File: src/rtl/branch_resolve_unit.sv
// Branch/jump resolution in EX: evaluates the condition, registers the redirect
// target and runs a short FLUSH sequence that squashes wrong-path fetches.
module branch_resolve_unit #(
  parameter int XLEN         = 32,
  parameter int FLUSH_CYCLES = 2
) (
  input  logic            clk_i,
  input  logic            rst_i,
  input  logic            valid_i,
  input  logic            branch_i,
  input  logic            jump_i,
  input  logic [2:0]      funct3_i,
  input  logic [XLEN-1:0] rs1_data_i,
  input  logic [XLEN-1:0] rs2_data_i,
  input  logic [XLEN-1:0] pc_i,
  input  logic [XLEN-1:0] imm_i,
  input  logic            stall_i,
  output logic            pc_src_o,
  output logic [XLEN-1:0] target_o,
  output logic            flush_o,
  output logic            busy_o
);

  typedef enum logic {
    IDLE,
    FLUSH
  } state_t;

  localparam logic [2:0] CNT_INIT = 3'(FLUSH_CYCLES);

  state_t          state;
  logic [2:0]      cnt;
  logic            eq;
  logic            lt_s;
  logic            lt_u;
  logic            cond;
  logic            taken;
  logic            accept;
  logic [XLEN-1:0] sum;
  logic [XLEN-1:0] tgt;

  assign eq   = rs1_data_i == rs2_data_i;
  assign lt_s = $signed(rs1_data_i) < $signed(rs2_data_i);
  assign lt_u = rs1_data_i < rs2_data_i;

  always_comb begin
    cond = 1'b0;
    case (funct3_i)
      3'b000:  cond = eq;
      3'b001:  cond = ~eq;
      3'b100:  cond = lt_s;
      3'b101:  cond = ~lt_s;
      3'b110:  cond = lt_u;
      3'b111:  cond = ~lt_u;
      default: cond = 1'b0;
    endcase
  end

  assign taken  = jump_i | (branch_i & cond);
  assign accept = valid_i & ~stall_i & (state == IDLE);
  assign sum    = pc_i + imm_i;
  assign tgt    = {sum[XLEN-1:1], 1'b0};

  always_ff @(posedge clk_i) begin
    if (rst_i) begin
      state    <= IDLE;
      cnt      <= 3'd0;
      pc_src_o <= 1'b0;
      flush_o  <= 1'b0;
      busy_o   <= 1'b0;
      target_o <= '0;
    end else if (state == IDLE) begin
      if (accept && taken) begin
        state    <= FLUSH;
        cnt      <= CNT_INIT;
        target_o <= tgt;
        pc_src_o <= 1'b1;
        flush_o  <= 1'b1;
        busy_o   <= 1'b1;
      end
    end else if (!stall_i) begin
      // a stalled cycle holds the redirect so fetch still sees it
      pc_src_o <= 1'b0;
      cnt      <= cnt - 3'd1;
      if (cnt == 3'd1) begin
        state   <= IDLE;
        flush_o <= 1'b0;
        busy_o  <= 1'b0;
      end
    end
  end

endmodule

File: config.mk
export PLATFORM = sky130hd
export DESIGN_NAME = branch_resolve_unit
export DESIGN_NICKNAME = d
export VERILOG_FILES = /design/src/rtl/branch_resolve_unit.sv
export SDC_FILE = /design/constraint.sdc
export NUM_CORES = 1
export LEC_CHECK = 0
export CORE_MARGIN = 10
export CORE_UTILIZATION = 38
export CTS_BUF_LIST = sky130_fd_sc_hd__clkbuf_8
export CTS_CLUSTER_SIZE = 10
export DETAILED_ROUTE_END_ITERATION = 6
export PLACE_DENSITY = 0.74
export RECOVER_POWER = 25
export SYNTH_ARGS = -nofsm -noshare
export SYNTH_HDL_FRONTEND = slang
export SYNTH_SLANG_ARGS = --single-unit
export TNS_END_PERCENT = 50
File: constraint.sdc
create_clock -name clk_i -period 3.4 [get_ports clk_i]
set_input_delay 0.68 -clock clk_i [delete_from_list [all_inputs] [get_ports clk_i]]
set_output_delay 0.68 -clock clk_i [all_outputs]
set_load 0.01 [all_outputs]
## Word level (Yosys, flattened, before mapping)

Index checks and enable logic that the tools add are counted.

| storage, ports and cells | value |
|---|---|
| input bits | 137 |
| flip-flop bits (word level) | 37 |
| output and inout port bits | 35 |
| word-level logic and storage cells | 47 |

| cells by class | value |
|---|---|
| bitwise operators | 9 |
| add/subtract/negate cells | 2 |
| equality and inequality tests | 9 |
| reductions and logical operators | 6 |
| muxes and demuxes | 14 |
| magnitude comparators | 2 |

Operator list:

| cell | count |
|---|---|
| $lt A32 B32 Y1 | 2 |
| $add A32 B32 Y32 | 1 |
| $eq A32 B32 Y1 | 1 |
| $eq A3 B3 Y1 const B | 4 |
| $mux W1 | 10 |
| $mux W3 | 3 |
| $eq A3 B1 Y1 const B | 2 |
| $pmux W1 S6 | 1 |
| $not A1 Y1 | 5 |
| $reduce_and A2 Y1 | 2 |
| $and A1 B1 Y1 | 3 |
| $logic_not A3 Y1 | 1 |
| $reduce_and A3 Y1 | 1 |
| $sub A3 B1 Y3 const B | 1 |
| $ne A2 B1 Y1 const B | 1 |
| $ne A2 B2 Y1 const B | 1 |
| $reduce_bool A2 Y1 | 1 |
| $logic_and A1 B1 Y1 | 1 |
| $or A1 B1 Y1 | 1 |

## Depth between registers and ports, before layout

Gate-level depths: netlist of run 1.

| depth | value |
|---|---|
| depth after elaboration | 8 |
| gate-level depth with buffers | 13 |
| mapped depth without buffers | 12 |

## Least setup slack after synthesis of run 1

Ideal clock, no wire load.

| timing path | value |
|---|---|
| kind | input to register |
| from | input port rs2_data_i[29] |
| to | register target_o[30] |
| library setup time | 0.070 ns |
| arrival | 2.839 ns |
| cell stages on the path | 12 |
| data required time | 3.330 ns |
| buffers on the path | 0 |
| path slack | 0.491 ns |
| cells stage by stage | inv_1 ha_1 nand4_1 nor4_2 o21ai_1 nand2b_1 o22a_1 a21oi_2 mux2i_1 a21oi_4 or3_1 a21oi_1 |

| on the way | value |
|---|---|
| longest elaborated chain between the ends | 7 |
| elaborated cells between the ends (all ways) | 11 |
| classes of those cells | order compare: 2; eq/ne: 1; mux: 1; bitwise: 5; reduce/logical: 2 |

Ends and longest elaborated chain:

| what | line | text |
|---|---|---|
| from (decl) | 14 | `input logic [XLEN-1:0] rs2_data_i,` |
| $lt A32 B32 Y1 (tied with other cells) | 44 | `assign lt_u = rs1_data_i < rs2_data_i;` |
| $not A1 Y1 (on tied branches) | 54, 50, 52 |  |
| $pmux W1 S6 * | 48 | `case (funct3_i)` |
| $and A1 B1 Y1 * | 59 | `assign taken = jump_i \| (branch_i & cond);` |
| $or A1 B1 Y1 * | 59 |  |
| $logic_and A1 B1 Y1 * | 73 | `if (accept && taken) begin` |
| $reduce_and A2 Y1 (no line) * | n/a |  |
| to (signal assigned) | 76 | `target_o <= tgt;` |
| to (decl) | 19 | `output logic [XLEN-1:0] target_o,` |

Every way passes the cells marked *; elsewhere a longest branch is shown, timed or not.
A chain may end at the register's enable or synchronous reset.

## Worst setup path after layout of run 1

| timing path | value |
|---|---|
| from | input port rs2_data_i[28] |
| to | register target_o[30] |

Same word-level chain as after synthesis.

==> flow_summary_export.csv, run 1 <==
group,metric,value,unit
run_status,status,"finished, violations left",
run_status,violations,"setup timing",
run,cap_viol_max_count,0,
worst_setup_path,r2r-start,"state",
worst_setup_path,r2r_slack,1.46,ns
worst_setup_path,r2r_cells,8,
synthesis,synthArstFlopShare,0,
power,vdd_drop_max,0.000157,V
synthesis,synth_warnings,0,
cts,cts_max_level,2,
hold_path,hold_class,"flip-flop to flip-flop",
synthesis,netlist_top_cells_area,"ha_1, dfxtp_1, mux2i_1",
finish,nNetsFinal,882,
worst_setup_path,crit_start,"rs2_data_i[28]",
power,p_int,1.09,mW
worst_setup_path,path_class,"primary input to flip-flop",
global_route,grt_use_total,0.163,
routing,via_per_inst,5.10,
floorplanning,start_util,0.388,
synthesis,synth_nets,676,
placed_design,port_buffers,170,
routing,drtIter0Drc,200,
cts,cts_made_buffers,5,
routing,vias,4154,
synthesis,synth_area_per_cell,7.96,um2
timing,post-route-period-util,1.01,
synthesis,netlist_instances,474,
worst_setup_path,critical_path.slowest_cell,"clkdlybuf4s50_1",
worst_setup_path,end_kind,"flip-flop",
routing,drt_wl_total,12900,um
power,p_leak,2.84,nW
cts,cts.sinks,37,
global_route,grt_antenna_before_repair,0,
power,p_switching,0.519,mW
worst_setup_path,crit_arrival,3.65,ns
floorplanning,core,9730,um2
power,combPwrFrac,0.487,
cts,clockBufferDepth,2,
timing,hold_viol,0,
routing,firstDrtPassIters,4,
worst_setup_path,crit_chain,"clkdlybuf4s50_1 -> inv_1 -> ha_4 -> nand4_1 -> nor4_4 -> o21ai_1 -> nand2b_1 -> o22a_1 -> a21oi_2 -> mux2i_4 -> buf_4 -> a21oi_4 -> or3_1 -> a21oi_1",
finish,drive_gt1_frac,0.0954,
worst_setup_path,cp.required,3.61,ns
synthesis,ys_seq_area_frac,0.196,
timing,rsz0062_at_grt,"true",
power,p_seq_frac,0.299,
placed_design,dp_slack,-0.332,ns
finish,num_antenna_cells,0,
worst_setup_path,cp.depth,14,
synthesis,syn_area,3770,um2
global_route,gr-total-overflow,0,
timing,hold_ws,0.457,ns
placed_design,place_congestion,0.955,
timing,final_max_slew_viol_count,0,
synthesis,yosysTopAreaCellShare,0.212,
worst_setup_path,worstSetupEndpoint,"target_o[30]",
synthesis,synth-seq-cells,37,
worst_setup_path,cp_max_fo,4,
cts,path_clk_slew,0.07,ns
cts,hold_buffers,0,
worst_setup_path,cp_slowest_stage_delay,0.46,ns
worst_setup_path,r2r_end,"target_o[30]",
routing,wl_per_cell,15.9,um
placed_design,hpwlAfterDp,10700,um
worst_setup_path,start_kind,"primary input",
timing,setup_slack,-0.0315,ns
power,power.density,263,nW/um2
floorplanning,rows,36,
floorplanning,ios,172,
timing,finalSetupViolations,5,
synthesis,yosysUniqueCellTypes,57,
worst_setup_path,path_delay_family,"simple AND/OR/NAND/NOR gates",
routing,final_antenna_net_count,0,
timing,finalCriticalPeriod,3.43,ns
synthesis,synth_edf_count,0,
finish,n_fill_cell,835,
synthesis,yosys.area.top_type,"ha_1",
synthesis,yosys_most_used_dff,"dfxtp_1",
floorplanning,die_y,120,um
cts,clock-root-buffer,"clkbuf_8",
global_route,grt_max_degree,39,
cts,worstSkewPairLatency,0.29,ns
timing,clock-skew-final,0.0111,ns
global_route,grt_pass1_wl,19700,um
power,switching_share,0.322,
timing,fmax,291,MHz
floorplanning,die_w,120,um
global_route,grt_pass1_vias,4241,
floorplanning,die-area,14300,um2
cts,cts_tree,"built",
finish,syn_to_final_growth,62.6,%
power,clkPwrFrac,0.214,
routing,drc,0,
worst_setup_path,cp_num_buf_inv,3,
==> synth_stat cells, types with 2 or more instances <==
cell type,number
and2_1,3
a211oi_1,8
and3b_1,2
buf_6,3
nand2_1,35
a21o_1,10
nand3_1,10
o21a_1,5
nand4_1,7
inv_1,42
o211ai_1,3
nor3_1,3
and3_1,4
o21ai_1,3
clkbuf_1,3
xnor2_1,19
xor2_1,9
nor3b_1,2
a22oi_1,3
nor2_1,45
dfxtp_1,37
o21bai_1,5
ha_1,64
buf_4,3
a21oi_1,44
a31oi_1,5
a2111oi_0,2
nor2b_1,8
or3_1,2
nand3b_1,2
o31a_1,3
mux2i_1,26
o21ai_0,21
nand2b_1,8
a22o_1,2
a21boi_0,2
==> kinds of logic after synthesis <==
kind of cell | synth area share
compound gates | 0.211
xor+xnor | 0.0650
fa+ha+maj | 0.218
buf+inv | 0.0623
flops | 0.196
mux | 0.0690
other cells | 0.000994
simple gates | 0.178
==> cell type report <==
class	instances	area, um2	area share
multi-input combinational	385	2910	0.474
timing repair buffer	209	2060	0.335
sequential	37	741	0.121
tap	133	166	0.0271
inverter	42	158	0.0257
clock buffer	7	96.3	0.0157
clock inverter	1	8.76	0.00143
==> worst min path at each step <==
| stage | from | to | slack (ns) | depth (start not counted) |
|---|---|---|---|---|
| 2_1_floorplan | cnt[0] | cnt[0] | 0.46 | 2 |
| 3_3_place_gp | target_o[30] | target_o[30] | 0.44 | 2 |
| 3_5_place_dp | target_o[30] | target_o[30] | 0.45 | 2 |
| 4_1_cts | target_o[30] | target_o[30] | 0.46 | 2 |
| 5_1_grt | target_o[30] | target_o[30] | 0.49 | 2 |
| 6_report | target_o[30] | target_o[30] | 0.46 | 2 |
==> worst min-delay path, cell delays in order (launching register included) <==
cell	delay [ns]
dfxtp_1	0.31
nand2_1	0.05
a21oi_1	0.05
==> registers in the layout, indices dropped and copies added (netlist names) <==
register,count
busy_o,1
cnt,3
state,1
pc_src_o,1
target_o,31
==> metal layers <==
metal  track usage  up-vias  wire length [um]
met5             0        -                 0
met4        0.0354        0               160
met3        0.0553       14              1020
met2         0.278      170              5940
met1         0.194     1867              5820
li1              -     2103                 -
==> through the flow <==
step	TNS [ns]	util	power [mW]	cell area [um2]	cells
floorplan	0	-	0.893	3770	474
global placement	-6.21	0.597	1.22	5810	797
detailed placement	-9.66	0.597	1.24	5810	797
CTS	0	0.608	1.59	5920	805
global route	-1.29	0.631	1.73	6140	814
finish	-0.123	0.631	1.61	6140	814
==> power by group through the flow <==
stage | clock network, mW | logic [mW] | registers (mW)
2_1_floorplan | 0 | 0.392 | 0.500
3_3_place_gp | 0 | 0.731 | 0.493
3_5_place_dp | 0 | 0.746 | 0.493
4_1_cts | 0.359 | 0.752 | 0.484
5_1_grt | 0.383 | 0.863 | 0.487
6_report | 0.346 | 0.785 | 0.483
==> layout by cell type (no fill, tap or decap), types with 24 or more instances in the layout <==
master / instances
clkdlybuf4s50_1: 155
ha_1: 61
nor2_1: 45
inv_1: 42
a21oi_1: 42
dfxtp_1: 37
nand2_1: 34
buf_4: 34
mux2i_1: 24
==> repair_timing <==
item	in CTS	in global routing
cloned	0	3
resized for setup	1	18
endpoints found under the setup margin	24	33
pin swaps	1	9
setup buffers	0	7
No activity file was read; power rests on OpenSTA's default activity.
==> run 2: changes to the inputs <==
CTS_BUF_LIST = default   (was sky130_fd_sc_hd__clkbuf_8)
CTS_CLUSTER_SIZE = default   (was 10)
==> results of run 2 <==
Same layout as run 1: the final DEF is identical, and so are final timing and power.
==> run 3: changes to the inputs <==
GPL_TIMING_DRIVEN = 0   (was default)
==> run 3 against run 2 <==
  * The run now ends clean
  * Clock power is 17% higher
  * Clock skew fell by 0.0027 ns
  * Critical endpoint is now target_o[1]
  * Largest cell class unchanged
  * Global-route usage rose by 0.21 points
  * Worst hold slack worse by 0.0077 ns
  * Flip-flop and latch count stayed put
  * Maximum frequency grew 5.5%
  * Largest power group unchanged
  * Combinational power is 0.6% lower
  * Worst setup slack improved by 0.18 ns
==> flow_summary_export.csv, run 3 (synthesis gave the netlist of run 1 again) <==
group,metric,value,unit
timing,post-route-period-util,0.957,
finish,largest_register_ffs,31,
power,p_leak,2.96,nW
timing,final_max_slew_viol_count,0,
floorplanning,rows,36,
worst_setup_path,path_class,"primary input to flip-flop",
floorplanning,die_y,120,um
routing,final_antenna_net_count,0,
worst_setup_path,cp_max_fo,5,
placed_design,hpwlAfterDp,10800,um
power,power.density,270,nW/um2
routing,drtIter0Drc,208,
finish,nNetsFinal,859,
global_route,grt_use_total,0.165,
timing,finalCriticalPeriod,3.25,ns
timing,fmax,307,MHz
cts,clock-root-buffer,"clkbuf_8",
worst_setup_path,r2r_cells,8,
cts,worstSkewPairLatency,0.29,ns
global_route,grt_antenna_before_repair,0,
cts,cts_made_buffers,5,
placed_design,port_buffers,170,
cts,hold_buffers,0,
global_route,grt_use_met1,0.196,
global_route,grt_pass1_wl,19700,um
power,vdd_drop_max,0.000179,V
global_route,grt_max_degree,13,
timing,hold_viol,0,
cts,cts.sinks,37,
worst_setup_path,start_kind,"primary input",
power,power,1.66,mW
timing,worst_pin_slew,0.608,ns
timing,setup_slack,0.147,ns
floorplanning,start_util,0.388,
finish,largest-register,"target_o",
worst_setup_path,r2r_end,"target_o[1]",
cts,cts_max_level,2,
cts,clockBufferDepth,2,
floorplanning,ios,172,
timing,slew-limit-headroom,0.593,
finish,top_regs,"target_o x31, cnt x3",
run,cap_viol_max_count,0,
worst_setup_path,end_kind,"flip-flop",
placed_design,place_congestion,0.912,
timing,rsz0062_at_grt,"false",
cts,path_clk_slew,0.08,ns
run_status,status,"complete, no violations",
worst_setup_path,r2r-start,"state",
routing,drc,0,
worst_setup_path,crit_start,"rs2_data_i[1]",
worst_setup_path,cp.required,3.63,ns
routing,firstDrtPassIters,4,
global_route,grt.busiest_layer,"met2",
routing,drt_wl_total,13300,um
routing,via_per_inst,5.22,
worst_setup_path,r2r_slack,1.20,ns
timing,clock-skew-final,0.00839,ns
finish,regArea,741,um2
finish,syn_to_final_growth,63.5,%
finish,multi_input_area,3030,um2
hold_path,hold_class,"flip-flop to flip-flop",
global_route,gr-total-overflow,0,
global_route,use_met2,0.281,
floorplanning,die-area,14300,um2
floorplanning,core,9730,um2
placed_design,dp_slack,-0.335,ns
timing,finalSetupViolations,0,
global_route,grt_pass1_vias,4107,
finish,n_fill_cell,852,
worst_setup_path,worstSetupEndpoint,"target_o[1]",
global_route,grt_use_met3,0.0609,
cts,cts_tree,"built",
floorplanning,die_w,120,um
finish,final_common_cell,"clkdlybuf4s50_1",
routing,vias,4135,
routing,wl_per_cell,16.8,um
worst_setup_path,crit_arrival,3.48,ns
finish,drive_gt1_frac,0.0927,
finish,final_cell_mix,"clkdlybuf4s50_1, ha_1, nor2_1, a21oi_1, dfxtp_1",
[run 3: worst min path at each step]
stage | from | to | cells past startpoint
after floorplan | cnt[0] | cnt[0] | 2
after global placement | target_o[30] | target_o[30] | 2
after detailed placement | target_o[30] | target_o[30] | 2
after CTS | target_o[30] | target_o[30] | 2
after global routing | target_o[30] | target_o[30] | 2
final | target_o[30] | target_o[30] | 2
[run 3: cell type report]
class                   instances  share of cell area
plain buffers                  11              0.0144
inverters                      42              0.0256
diodes                          1            0.000406
flip-flops and latches         37               0.120
clock inverters                 2             0.00608
well taps                     133              0.0270
multi-input cells             385               0.491
clock buffers                   6              0.0134
repair buffers                175               0.302
[run 3: layer usage]
metal / wire [um] / vias up
met2: 6140 / 174
met5: 0 / -
li1: - / 2051
met4: 131 / 0
met1: 5810 / 1898
met3: 1250 / 12
[run 3: critical path: stages]
cell	delay (ns)
clkdlybuf4s50_1	0.45
inv_1	0.04
ha_1	0.28
nor2b_1	0.13
o211ai_1	0.15
a21oi_1	0.10
a211oi_2	0.26
o22a_1	0.25
a21oi_2	0.09
mux2i_2	0.30
a21oi_4	0.06
buf_12	0.16
clkbuf_16	0.15
or2_1	0.24
a21oi_2	0.12
[run 3: where the power goes]
part	internal, mW	switching, mW
Combinational	0.424	0.356
Clock	0.239	0.166
Sequential	0.463	0.0167
[run 3: repair_timing]
action	4_1_cts	5_1_grt
setup buffers	0	2
setup endpoints to repair	3	33
pin swaps	1	17
resized for setup	0	68
cloned	0	4
[run 3: per-stage QoR]
| stage | instances | hold WS, ns | TNS, ns | util | instance area, um2 |
|---|---|---|---|---|---|
| 3_5_place_dp | 777 | 0.444 | -9.33 | 0.580 | 5640 |
| 4_1_cts | 785 | 0.455 | 0 | 0.592 | 5760 |
| 3_3_place_gp | 777 | 0.439 | -7.00 | 0.580 | 5640 |
| 2_1_floorplan | 474 | 0.461 | 0 | - | 3770 |
| 6_report | 792 | 0.449 | 0 | 0.634 | 6170 |
| 5_1_grt | 791 | 0.493 | 0 | 0.634 | 6170 |
